==> config.mk <==
export PLATFORM = sky130hd
export DESIGN_NAME = imem_loader_flat
export DESIGN_NICKNAME = d
export VERILOG_FILES = /design/src/rtl/imem_loader_if.sv /design/src/rtl/imem_loader.sv /design/src/flat_wrapper.sv
export SDC_FILE = /design/constraint.sdc
export NUM_CORES = 1
export LEC_CHECK = 0
export ABC_AREA = 0
export BUFFER_PORTS_ARGS = -buffer_cell sky130_fd_sc_hd__buf_2
export CAP_MARGIN = 20
export CELL_PAD_IN_SITES_DETAIL_PLACEMENT = 1
export CELL_PAD_IN_SITES_GLOBAL_PLACEMENT = 2
export CORE_MARGIN = 1.5
export CORE_UTILIZATION = 25
export DETAILED_ROUTE_END_ITERATION = 8
export GPL_TIMING_DRIVEN = 0
export PLACE_DENSITY_LB_ADDON = 0.1
export SLEW_MARGIN = 25
export SYNTH_ARGS = -nofsm -noshare
export SYNTH_HDL_FRONTEND = slang
export SYNTH_SLANG_ARGS = --single-unit
export TNS_END_PERCENT = 30
==> constraint.sdc <==
create_clock -name clk -period 3.1 [get_ports clk]
set_input_delay 0 -clock clk [delete_from_list [all_inputs] [get_ports clk]]
set_output_delay 0 -clock clk [all_outputs]
set_load 0.02 [all_outputs]
==> src/rtl/imem_loader_if.sv <==
// Byte-stream, instruction-memory write and status signals of the loader.
// Carries no state; timing is set entirely by the loader.
// rx_valid/rx_ready handshake; the memory side has no backpressure.
interface imem_loader_if;
    logic        start;
    logic [7:0]  rx_data;
    logic        rx_valid;
    logic        rx_ready;
    logic        mem_we;
    logic [31:0] mem_addr;
    logic [31:0] mem_wdata;
    logic        busy;
    logic        done;
    logic        err;
    logic        core_hold;

    // Loader side
    modport slave (
        input  start, rx_data, rx_valid,
        output rx_ready, mem_we, mem_addr, mem_wdata, busy, done, err, core_hold
    );

    // Host/bench side
    modport master (
        output start, rx_data, rx_valid,
        input  rx_ready, mem_we, mem_addr, mem_wdata, busy, done, err, core_hold
    );
endinterface

==> src/rtl/imem_loader.sv <==
// Loads a length-prefixed big-endian byte stream into instruction memory, holding the core meanwhile.
// Latency: last byte of a word at edge k -> mem_we in cycle k+1; last word -> done in cycle k+2.
// Backpressure: rx_ready drops for the single WRITE cycle and outside LEN_HI/LEN_LO/DATA.
module imem_loader #(
    parameter logic [31:0] BASE_ADDR = 32'h0000_0000,
    parameter int unsigned MAX_WORDS = 256
) (
    input  logic          clk,
    input  logic          rst,
    imem_loader_if.slave  bus
);

    typedef enum logic [2:0] {
        IDLE   = 3'd0,
        LEN_HI = 3'd1,
        LEN_LO = 3'd2,
        DATA   = 3'd3,
        WRITE  = 3'd4,
        DONE   = 3'd5,
        ERROR  = 3'd6
    } state_t;

    state_t      state;
    logic [15:0] len;
    logic [15:0] idx;
    logic [1:0]  byte_cnt;
    logic [23:0] shift;

    logic        accept;
    logic [15:0] len_next;
    logic [15:0] idx_inc;
    logic [31:0] wr_addr;
    logic        len_too_big;

    // A byte moves only when both sides agree; rx_ready already encodes the state.
    assign accept      = bus.rx_valid & bus.rx_ready;
    assign len_next    = {len[15:8], bus.rx_data};
    assign idx_inc     = idx + 16'd1;
    // Word index scaled to bytes; wraps modulo 2^32 by construction.
    assign wr_addr     = BASE_ADDR + {14'd0, idx, 2'b00};
    assign len_too_big = 32'(len_next) > MAX_WORDS;

    // Session FSM: state, datapath and all outputs are registered together.
    always_ff @(posedge clk or posedge rst) begin
        if (rst) begin
            state         <= IDLE;
            len           <= 16'd0;
            idx           <= 16'd0;
            byte_cnt      <= 2'd0;
            shift         <= 24'd0;
            bus.rx_ready  <= 1'b0;
            bus.mem_we    <= 1'b0;
            bus.mem_addr  <= 32'd0;
            bus.mem_wdata <= 32'd0;
            bus.busy      <= 1'b0;
            bus.done      <= 1'b0;
            bus.err       <= 1'b0;
            bus.core_hold <= 1'b1;
        end else begin
            case (state)
                IDLE, DONE, ERROR: begin
                    if (bus.start) begin
                        state         <= LEN_HI;
                        idx           <= 16'd0;
                        byte_cnt      <= 2'd0;
                        bus.rx_ready  <= 1'b1;
                        bus.busy      <= 1'b1;
                        bus.done      <= 1'b0;
                        bus.err       <= 1'b0;
                        bus.core_hold <= 1'b1;
                    end
                end
                LEN_HI: begin
                    if (accept) begin
                        len[15:8] <= bus.rx_data;
                        state     <= LEN_LO;
                    end
                end
                LEN_LO: begin
                    if (accept) begin
                        len <= len_next;
                        if (len_next == 16'd0) begin
                            // Empty program: nothing to write, release the core at once.
                            state         <= DONE;
                            bus.rx_ready  <= 1'b0;
                            bus.busy      <= 1'b0;
                            bus.done      <= 1'b1;
                            bus.core_hold <= 1'b0;
                        end else if (len_too_big) begin
                            // Oversized program: keep the core frozen, memory untouched.
                            state        <= ERROR;
                            bus.rx_ready <= 1'b0;
                            bus.busy     <= 1'b0;
                            bus.err      <= 1'b1;
                        end else begin
                            state    <= DATA;
                            byte_cnt <= 2'd0;
                        end
                    end
                end
                DATA: begin
                    if (accept) begin
                        byte_cnt <= byte_cnt + 2'd1;
                        if (byte_cnt == 2'd3) begin
                            // Fourth byte completes the word; present it straight to memory.
                            state         <= WRITE;
                            bus.rx_ready  <= 1'b0;
                            bus.mem_we    <= 1'b1;
                            bus.mem_addr  <= wr_addr;
                            bus.mem_wdata <= {shift, bus.rx_data};
                        end else begin
                            shift <= {shift[15:0], bus.rx_data};
                        end
                    end
                end
                WRITE: begin
                    bus.mem_we <= 1'b0;
                    idx        <= idx_inc;
                    if (idx_inc == len) begin
                        state         <= DONE;
                        bus.busy      <= 1'b0;
                        bus.done      <= 1'b1;
                        bus.core_hold <= 1'b0;
                    end else begin
                        state        <= DATA;
                        byte_cnt     <= 2'd0;
                        bus.rx_ready <= 1'b1;
                    end
                end
                default: begin
                    state         <= IDLE;
                    bus.rx_ready  <= 1'b0;
                    bus.mem_we    <= 1'b0;
                    bus.busy      <= 1'b0;
                    bus.done      <= 1'b0;
                    bus.err       <= 1'b0;
                    bus.core_hold <= 1'b1;
                end
            endcase
        end
    end

endmodule
==> src/flat_wrapper.sv <==
// flat-port wrapper written by rule: the top's interface ports become plain ports
module imem_loader_flat 
#(
    parameter logic [31:0] BASE_ADDR = 32'h0000_0000,
    parameter int unsigned MAX_WORDS = 256
)
  (clk, rst, bus_start, bus_rx_data, bus_rx_valid, bus_rx_ready, bus_mem_we, bus_mem_addr, bus_mem_wdata, bus_busy, bus_done, bus_err, bus_core_hold);
  imem_loader_if bus_i ();
  input  logic clk;
  input  logic rst;
  input wire logic [$bits(bus_i.start)-1:0] bus_start;
  input wire logic [$bits(bus_i.rx_data)-1:0] bus_rx_data;
  input wire logic [$bits(bus_i.rx_valid)-1:0] bus_rx_valid;
  output wire logic [$bits(bus_i.rx_ready)-1:0] bus_rx_ready;
  output wire logic [$bits(bus_i.mem_we)-1:0] bus_mem_we;
  output wire logic [$bits(bus_i.mem_addr)-1:0] bus_mem_addr;
  output wire logic [$bits(bus_i.mem_wdata)-1:0] bus_mem_wdata;
  output wire logic [$bits(bus_i.busy)-1:0] bus_busy;
  output wire logic [$bits(bus_i.done)-1:0] bus_done;
  output wire logic [$bits(bus_i.err)-1:0] bus_err;
  output wire logic [$bits(bus_i.core_hold)-1:0] bus_core_hold;
  assign bus_i.start = bus_start;
  assign bus_i.rx_data = bus_rx_data;
  assign bus_i.rx_valid = bus_rx_valid;
  assign bus_rx_ready = bus_i.rx_ready;
  assign bus_mem_we = bus_i.mem_we;
  assign bus_mem_addr = bus_i.mem_addr;
  assign bus_mem_wdata = bus_i.mem_wdata;
  assign bus_busy = bus_i.busy;
  assign bus_done = bus_i.done;
  assign bus_err = bus_i.err;
  assign bus_core_hold = bus_i.core_hold;
  imem_loader #(.BASE_ADDR(BASE_ADDR), .MAX_WORDS(MAX_WORDS)) u_core (.clk(clk), .rst(rst), .bus(bus_i));
endmodule
* Word level (Yosys, flattened, before mapping)
Cells that the tools add are included.
** Word-level totals
- Flip-flop bits (word level) :: 115
- Input port bits :: 12
- Output and inout port bits :: 70
- Logic and storage cells :: 109
** Operators by class
- Add/sub/neg operators :: 2
- Magnitude comparators :: 1
- Eq/ne operators :: 20
- Multiplexer cells :: 45
- Bitwise operators :: 7
- Reductions and logical operators :: 20
** Operators with widths (count)
- $pmux W16 S2 :: 1
- $mux W3 :: 8
- $reduce_and A5 Y1 :: 4
- $mux W1 :: 19
- $add A16 B1 Y16 const B :: 1
- $eq A16 B16 Y1 :: 1
- $gt A16 B9 Y1 const B :: 1
- $logic_not A16 Y1 :: 1
- $mux W16 :: 1
- $pmux W8 S2 :: 1
- $pmux W3 S5 :: 1
- $ne A2 B1 Y1 const B :: 7
- $reduce_and A7 Y1 :: 2
- $mux W2 :: 6
- $pmux W1 S4 :: 3
- $reduce_and A3 Y1 :: 4
- $eq A3 B3 Y1 const B :: 3
- $mux W8 :: 1
- $ne A2 B2 Y1 const B :: 4
- $pmux W2 S4 :: 1
- $eq A3 B2 Y1 const B :: 2
- $not A1 Y1 :: 6
- $reduce_or A3 Y1 :: 2
- $pmux W1 S5 :: 1
- other kinds (13) :: 14

* Longest topological paths before layout
Gate-level depths: netlist of run 1.
- Depth in word-level cells :: 5
- Depth in mapped cells :: 9
- Gate-level depth less buffers :: 8

* Least setup slack after synthesis of run 1
OpenSTA, ideal clock, no wires.
- Path kind :: flip-flop to flip-flop
- Start point :: register u_core.idx[0]
- End point :: register u_core.byte_cnt[1]
- Library setup time :: 0.128 ns
- Arrival :: 2.484 ns
- Required time :: 2.972 ns
- Slack :: 0.488 ns
- Cell stages (with the launch flop) :: 8
- Buffers on the path :: 0
- Period minus slack after synthesis :: 2.612 ns
- Cells stage by stage :: dfrtp_1 -> ha_1 -> nand2_1 -> or4b_2 -> a2111oi_4 -> o2111ai_2 -> o21ai_2 -> mux2_1
** On the way
- Word-level cells in the longest chain between the ends :: 4
** RTL lines
- start: declaration :: RTL line imem_loader.sv:25 : logic [15:0] idx;
- start signal: assignment :: RTL line imem_loader.sv:118 : idx <= idx_inc;
- $add A16 B1 Y16 :: RTL line imem_loader.sv:38 : assign idx_inc = idx + 16'd1;
- $eq A16 B16 Y1 :: RTL line imem_loader.sv:119 : if (idx_inc == len) begin
- $ne A2 B2 Y1 (no source line)
- $reduce_and A7 Y1 (no source line)
- end signal: assignment :: RTL line imem_loader.sv:103 : byte_cnt <= byte_cnt + 2'd1;
- end: declaration :: RTL line imem_loader.sv:26 : logic [1:0] byte_cnt;
No other way between the ends.
A chain may end at the register's enable or synchronous reset.

* Worst setup path after layout of run 1
Same ends and word-level chain as after synthesis.

==> summary by stage, run 1 <==
Logic synthesis
Yosys attributes the largest share of cell area to dfrtp_1 52%, mux2_2 18%, xnor2_1 2.9%. The post-synthesis cell type count is 58. The synthesis warning total is 0.

The most common flop cell mapped by yosys is dfrtp_1. dfrtp_1 takes more of the synthesized area than any other cell. Sequential cells were found to cover 52.43% of the synthesized design area.

In the synthesized netlist, the cells that appear most often are 114 x dfrtp_1, 86 x mux2_2, 30 x o21ai_0. The number of register bits inferred by synthesis is 115. The library cell with the highest instance count after synthesis is dfrtp_1. The average instance area after synthesis is 11.84 um2. Counting flops with a built-in enable in the synthesized netlist gives 0. Synthesis produced a netlist whose cell count is 464. The area share of the leading cell type in the synthesized netlist is 51.95%. Counting flops with an async set or reset pin after synthesis yields a share of 100.0%. The cell area after technology mapping is 5492 um2.

Clock network
After clock tree synthesis, the clock-pin slew on the worst setup and hold paths is 0.06 ns. Clock latency on the worst-skew pair, taken at its later pin, is 0.41 ns. The number of buffers added by the clock tree synthesis step is 17. In this run the deepest clock path goes through 2 buffers. The cell sitting at the root of the clock tree is a clkbuf_16. Once the clock tree was built, the setup fixing pass inserted 0 buffers. The H-tree was split into 4 levels. The tree built by TritonCTS fans out to 115 sinks.

TritonCTS built the clock tree.

Min path
The capture endpoint of the worst hold path is u_core.bus.core_hold. The worst hold path begins at bus_start. The type of the most critical hold path is primary input to flip-flop.

The worst hold path depth is 4.

Worst setup path
The nature of the critical path startpoint is a flip-flop. The start of the worst register-to-register path is u_core.idx[0]. The worst setup path is captured at a flip-flop.

The number of cells traversed by the worst register-to-register path is 7. The worst register-to-register path ends at u_core.byte_cnt[1]. For the worst setup path, the data arrival time is 3.23 ns. Data on the critical path is required at its endpoint by 3.40 ns. The setup path with the least slack is of type flip-flop to flip-flop. The worst register-to-register path has a setup slack of 0.17 ns. In this run the worst path has a maximum fanout of 8.

Placement
The half-perimeter wire length after detailed placement is 10600 um. In this run the tool buffered the top-level ports with 65 buffer cells. At the end of routability-driven placement, the weighted congestion stood at 0.7314. After detailed placement, the design holds a cell count of 825.

Finish
Once layout is complete, the utilization of the core stands at 31.87%. Of the cells placed in the final design, the portion with a size suffix greater than 1 is 37.71%. The final cell count without fillers is 866. The area growth from synthesis to final layout is 25.88%. The number of nets in the finished design is 587.

The total inserted antenna cells is 0.

Power and ir drop
The fraction of power consumed by combinational cells is 28.5%. Across the VDD grid, the largest voltage drop is 370.5 uV. In this run, the clock network consumes 32.4% of the power. In this run the power spent charging and discharging nets is 1.905 mW. The total power draw is 5.508 mW. The static power due to leakage is 3.298 nW. The internal cell power is 3.603 mW.

Of the total power, the share spent switching nets is 34.58%. The sequential power share is 39.1%. The total power per unit cell area is 796.8 nW/um2.

Timing
The number of endpoints with negative hold slack in the final report was 0. The routed design could run at a clock period as short as 2.931 ns. The highest clock frequency the design can meet is 0.3412 GHz.

The count of pins over their slew limit came to 0. The slew at the pin closest to its max-slew limit is 0.8024 ns. The relative max-transition margin is 46.51%. Setup repair after global routing left no endpoint under its margin. The share of the clock period used by the worst path after layout is 94.56%. The final worst clock skew is 0.01005 ns. The sum of negative setup slack is 0 ns. Hold timing on the final database bottoms out at a slack of 0.09650 ns.

Setup violations remaining at the end of the flow were counted as 0.

Floorplan
The site row count is 54. Pin placement for this block handled 82 I/O pins. The die is 151.2 um wide. The effective utilization at floorplan is 25.32%.

The core footprint is 21690 um2. The die outline area is 22860 um2. Measured along the y axis, the die boundary spans 151.2 um.

Global routing
Entering global routing, the biggest net connects 73 pins. Global routing used 14.07% of the available tracks. The number of global-route vias before repair is 4221. The number of antenna violations at the first check in global routing is 0.

The final global-route overflow total is 0. The first global-routing pass estimated 24070 um of wire.

Detailed routing
For this block, the routed nets add up to 14750 um of wire. After detailed routing, the average wire length per cell comes to 17.03 um. In the routed layout, each cell is associated on average with a via count of 4.545.

The post-route antenna net violation count is 0. The detailed router's first-iteration violation count is 123. The overall via count from detail_route is 3936. Before antenna repair, the detailed router went through 4 iterations. In the routed design, unresolved DRC markers number 0.

Outcome
The run finished with clean final reports.

Run
Across the run, the number of max-cap violations was 0.
[cells by family after synthesis]
family                     after synthesis  share of synthesized area, %
DFF                                    115                         52.43
AOI/OAI and AO/OA                       75                         8.977
adders and majority gates                3                        0.6379
xor gates and xnor gates                23                         3.668
muxes                                   89                         18.20
and+or+nand+nor                        109                         10.46
other                                    1                       0.06829
buffers and inverters                   49                         5.559
[worst max-delay path, cell delays in order, from the launching register on]
cell       delay (ns)
dfrtp_2          0.47
ha_2             0.27
nand2_1          0.11
or4b_2           0.65
a2111oi_4        0.45
o2111ai_4        0.26
o21ai_2          0.24
mux2_1           0.35
[cell type report]
| type | instances | area [um2] |
|---|---|---|
| Fill cell | 2410 | 14780 |
| Multi-Input combinational cell | 315 | 2389 |
| Clock buffer | 19 | 432.9 |
| Timing Repair Buffer | 75 | 442.9 |
| Tap cell | 280 | 350.3 |
| Inverter | 9 | 41.29 |
| Buffer | 40 | 271.5 |
| Sequential cell | 115 | 2882 |
| Clock inverter | 13 | 103.9 |
[repair_timing]
action,in CTS,in global routing
gates resized for setup,3,3
hold buffers,9,0
endpoints found under the setup margin,1,1
hold endpoints to repair,146,0
[worst max-delay path by stage]
stage                        from                 end  slack [ns]  cells past startpoint
floorplan                     rst     u_core.bus.busy        0.06                      1
global placement              rst     u_core.state[2]       -1.51                      2
detailed placement  u_core.idx[0]  u_core.byte_cnt[1]       -0.07                      8
CTS                 u_core.idx[1]  u_core.byte_cnt[1]        0.04                      7
global route        u_core.idx[0]  u_core.byte_cnt[1]        0.04                      9
finish              u_core.idx[0]  u_core.byte_cnt[1]        0.17                      7
[stage by stage]
step                      worst slack [ns]  area [um2]
after floorplan                    0.05759        5548
after global placement              -1.509        6223
after detailed placement          -0.06549        6259
after CTS                          0.03829        6904
after global routing               0.03672        6913
final                               0.1688        6913
[placed cells by master, fill, tap and decap left out, types with 3 or more instances in the layout]
cell type and count:
dfrtp_1 112, mux2_2 86, buf_2 66, o21ai_0 30, nand2_1 29, nor2_1 24, xnor2_1 18, clkbuf_16 17
buf_4 16, conb_1 16, clkbuf_1 15, a21oi_1 13, nor3_1 10, nand3_1 9, dlygate4sd3_1 9, inv_1 8
and3_1 8, xor2_1 5, clkinvlp_4 5, buf_6 4, nor2b_1 4, inv_6 4, and2_1 3, nand4_1 3
buf_1 3, clkbuf_8 3, or3_1 3, o41ai_1 3, a31oi_1 3, or4_1 3, clkinv_4 3
[sequential cells by signal (all words and copies together) (netlist names)]
| register | count |
|---|---|
| u_core.bus.rx_ready | 1 |
| u_core.bus.busy | 1 |
| u_core.bus.err | 1 |
| u_core.idx | 16 |
| u_core.state | 3 |
| u_core.len | 16 |
| u_core.shift | 24 |
| u_core.bus.mem_we | 1 |
| u_core.bus.done | 1 |
| u_core.bus.mem_wdata | 32 |
| u_core.bus.core_hold | 1 |
| u_core.bus.mem_addr | 16 |
| u_core.byte_cnt | 2 |
[power groups by stage]
stage	clock network [mW]	registers, mW	logic [mW]
3_5_place_dp	0	2.19	1.57
6_report	1.79	2.15	1.57
5_1_grt	1.93	2.22	1.75
4_1_cts	1.85	2.17	1.60
2_1_floorplan	0	2.14	1.13
3_3_place_gp	0	2.17	1.54
[routing by layer]
metal	track usage, %	share of wire [%]	wire length [um]
met5	0	0	0
met4	3.932	0.84	124
met3	4.488	4.4	652
met2	22.68	49	7236
met1	18.03	46	6735
Note: power is estimated with default switching activity, not from simulation.
==> run 2, diff against run 1 <==
CAP_MARGIN = 10   (was 20)
CORE_UTILIZATION = 35   (was 25)
CTS_BUF_LIST = sky130_fd_sc_hd__clkbuf_4 sky130_fd_sc_hd__clkbuf_8   (was not set)
==> run 2 against run 1 <==
Net effect: non-clock buffer count grew 2; setup slack gained 0.030 ns; global-route usage grew 4.4 points; cell count shrank 7.7%; sequential power is essentially flat; critical endpoint unchanged; largest cell class unchanged.
==> summary by stage, run 2 (same netlist as run 1, synthesis figures left out) <==
Outcome
Status: finished, final reports clean (unchanged).

Worst setup path
The nature of the critical path startpoint is a flip-flop (unchanged). The endpoint required time on the critical path is 3.42 ns (was 3.40 ns). The worst stage delay on the critical path is 0.45 ns (was 0.65 ns). The class of the most critical setup path was flip-flop to flip-flop (unchanged). The start of the worst register-to-register path is u_core.idx[0] (unchanged). The standard cell with the maximum stage delay on the critical path is dfrtp_2 (was or4b_2).

The capture point of the worst reg-to-reg path is u_core.byte_cnt[1] (unchanged). The peak fanout along the critical path is 6 (was 8). The arrival time reported for the critical path endpoint is 3.22 ns (was 3.23 ns). The cell family contributing the most delay on the critical path was compound AO/OA/AOI/OAI gates (unchanged). The minimum setup slack among reg-to-reg paths is 0.20 ns (was 0.17 ns).

The count of buffering cells on the critical path with inverters included was 1 (was 0). Ordered cell list for the critical path: ha_4 -> nand3_1 -> or2_2 -> clkbuf_1 -> xnor2_1 -> a2111oi_4 -> o2111ai_4 -> o21ai_2 -> mux2_1 (was ha_2 -> nand2_1 -> or4b_2 -> a2111oi_4 -> o2111ai_4 -> o21ai_2 -> mux2_1). The number of cells traversed by the worst register-to-register path is 9 (was 7). The type of element capturing the critical path is a flip-flop (unchanged).

Timing
The final worst-path setup slack came to 0.1984 ns (was 0.1688 ns). The count of pins over their slew limit was 0 (unchanged). The highest clock frequency the design can meet came to 0.3446 GHz (was 0.3412 GHz). The final worst clock skew is 0.007414 ns (was 0.01005 ns). The number of setup violations in the final report is 0 (unchanged). The sum of negative setup slack is 0 ns (unchanged).

The slew at the pin closest to its max-slew limit is 0.7837 ns (was 0.8024 ns). The post-route minimum period is 2.902 ns (was 2.931 ns). The number of endpoints with negative hold slack in the final report is 0 (unchanged). RSZ-0062 raised after global routing: no (unchanged). The share of the clock period used by the worst path after layout was 93.60% (was 94.56%). The relative max-transition margin is 47.75% (was 46.51%).

Placement
The final weighted congestion of routability-driven global placement came to 0.7434 (was 0.7314). The number of buffers inserted by port buffering is 65 (unchanged). The half-perimeter wire length after detailed placement is 9721 um (was 10600 um). The worst slack after detailed placement came to -0.1181 ns (was -0.06549 ns). The instance count after placement with tap cells included is 756 (was 825).

Finish
The final cell count without fillers came to 799 (was 866). The proportion of layout cells with a drive suffix above 1 is 38.44% (was 37.71%). The area of the multi-input gates was 2405 um2 (was 2389 um2). Leading registers by flop count: u_core.bus.mem_wdata: 32 flops, u_core.shift: 24 flops (unchanged). The leading cell type in the layout, fill and taps excluded is dfrtp_1 (unchanged).

The area occupied by registers is 2882 um2 (unchanged). Most frequent cells in the layout: 112 x dfrtp_1, 86 x mux2_2, 66 x buf_2 (unchanged). The largest register by flop count is u_core.bus.mem_wdata (unchanged). The area growth from synthesis to final layout is 22.69% (was 25.88%). The number of flip-flops in the largest register is 32 (unchanged).

The number of fillers in the final layout is 1690 (was 2410). The utilization of the core after routing came to 44.16% (was 31.87%). The total inserted antenna cells is 0 (unchanged). The number of nets in the finished design is 589 (was 587).

Floorplan
The die outline area came to 16450 um2 (was 22860 um2). The effective utilization at floorplan is 35.99% (was 25.32%). The width of the chip came to 128.3 um (was 151.2 um). The floorplan die height is 128.3 um (was 151.2 um). The site row count is 45 (was 54).

The core footprint came to 15260 um2 (was 21690 um2). The total I/O pin count is 82 (unchanged).

Clock network
The clock net sink count is 115 (unchanged). The root cell of the clock tree is clkbuf_8 (was clkbuf_16). The CTS tree is yes (unchanged).

The deepest clock path buffer count was 2 (unchanged). The maximum level of the CTS H-tree came to 4 (unchanged). The clock-pin transition on the worst setup and hold timing paths is 0.07 ns (was 0.06 ns). The number of buffers added by the clock tree synthesis step is 17 (unchanged).

The worst-skew pair later-pin latency is 0.44 ns (was 0.41 ns).

Min path
The capture endpoint of the worst hold path is u_core.bus.core_hold (unchanged). The type of the most critical hold path is primary input to flip-flop (unchanged). The worst hold path depth is 4 (unchanged). The launch instance of the worst min-delay path is bus_start (unchanged).

Global routing
The total track usage is 18.46% (was 14.07%). The largest net degree at the start of global routing was 76 (was 73). The number of global-route vias before repair was 4168 (was 4221). The first-pass GRT wire length is 23090 um (was 24070 um). The number of antenna violations at the first check in global routing is 0 (unchanged).

The final global-route overflow total was 0 (unchanged).

Detailed routing
The final wirelength is 13790 um (was 14750 um). The mean number of vias per cell was 4.934 (was 4.545). The detailed router's first-iteration violation count was 138 (was 123). The residual DRC count is 0 (unchanged). The detailed-route wire length per cell is 17.25 um (was 17.03 um). The post-route antenna net violation count came to 0 (unchanged). The first-pass iteration count of the detailed router is 4 (unchanged).

The overall via count from detail_route is 3942 (was 3936).

Power and ir drop
The worst IR drop on VDD was 348.6 uV (was 370.5 uV). The total power per unit cell area was 772.7 nW/um2 (was 796.8 nW/um2). The static power due to leakage is 3.274 nW (was 3.298 nW). The total power draw came to 5.206 mW (was 5.508 mW).

Run
The number of max-capacitance violations reported is 0 (unchanged).
-- run 2: cell types whose count changed in the layout (fill, tap and decap cells not counted), sizes merged --
cell and delta:
clkinvlp -4, clkinv +3, bufinv +3, clkbuf +1, inv -3, buf +2
-- run 2: layout make-up --
cell class                      count  area share (%)
Sequential cell                   115           42.77
Multi-Input combinational cell    315           35.69
Timing Repair Buffer               77           6.797
Buffer                             40           4.030
Tap cell                          211           3.918
Clock buffer                       20           3.900
Clock inverter                     12           2.321
Inverter                            9          0.5757
-- run 2: layer usage --
| metal | global-route usage (%) | share of wire [%] | up-vias |
|---|---|---|---|
| met5 | 0 | 0 | - |
| met4 | 6.808 | 1.9 | 0 |
| met3 | 4.591 | 3.9 | 23 |
| met2 | 29.51 | 47 | 81 |
| met1 | 24.31 | 47 | 1998 |
| li1 | - | - | 1840 |
-- run 2: tightest hold or removal path, stage by stage --
cell	delay (ns)
buf_2	0.16
and3_1	0.18
a21oi_1	0.07
o21ai_1	0.08
-- run 2: worst max path at each step --
stage,startpoint,to,depth (start not counted)
after floorplan,rst,u_core.bus.busy,1
after global placement,rst,u_core.bus.done,2
after detailed placement,u_core.idx[0],u_core.byte_cnt[1],7
after CTS,u_core.idx[0],u_core.byte_cnt[1],7
after global routing,u_core.idx[1],u_core.byte_cnt[1],9
final,u_core.idx[0],u_core.byte_cnt[1],9
-- run 2: what timing repair did --
item,4_1_cts,5_1_grt
cloned,0,0
setup endpoints to repair,1,2
gates resized for setup,2,6
setup buffers,0,2
hold buffers,9,0
hold endpoints to repair,146,0
pin swaps,0,2
-- run 2: where the power goes --
group | internal [mW] | switching (mW)
Combinational | 0.739 | 0.857
Clock | 0.836 | 0.637
Sequential | 1.86 | 0.282
-- run 2: per-stage QoR --
step                cell area [um2]  hold WS (ns)
finish                         6738       0.08386
global route                   6738       0.09147
CTS                            6683       0.05247
detailed placement             6170       0.03987
global placement               6137        0.3304
floorplan                      5548        0.1506
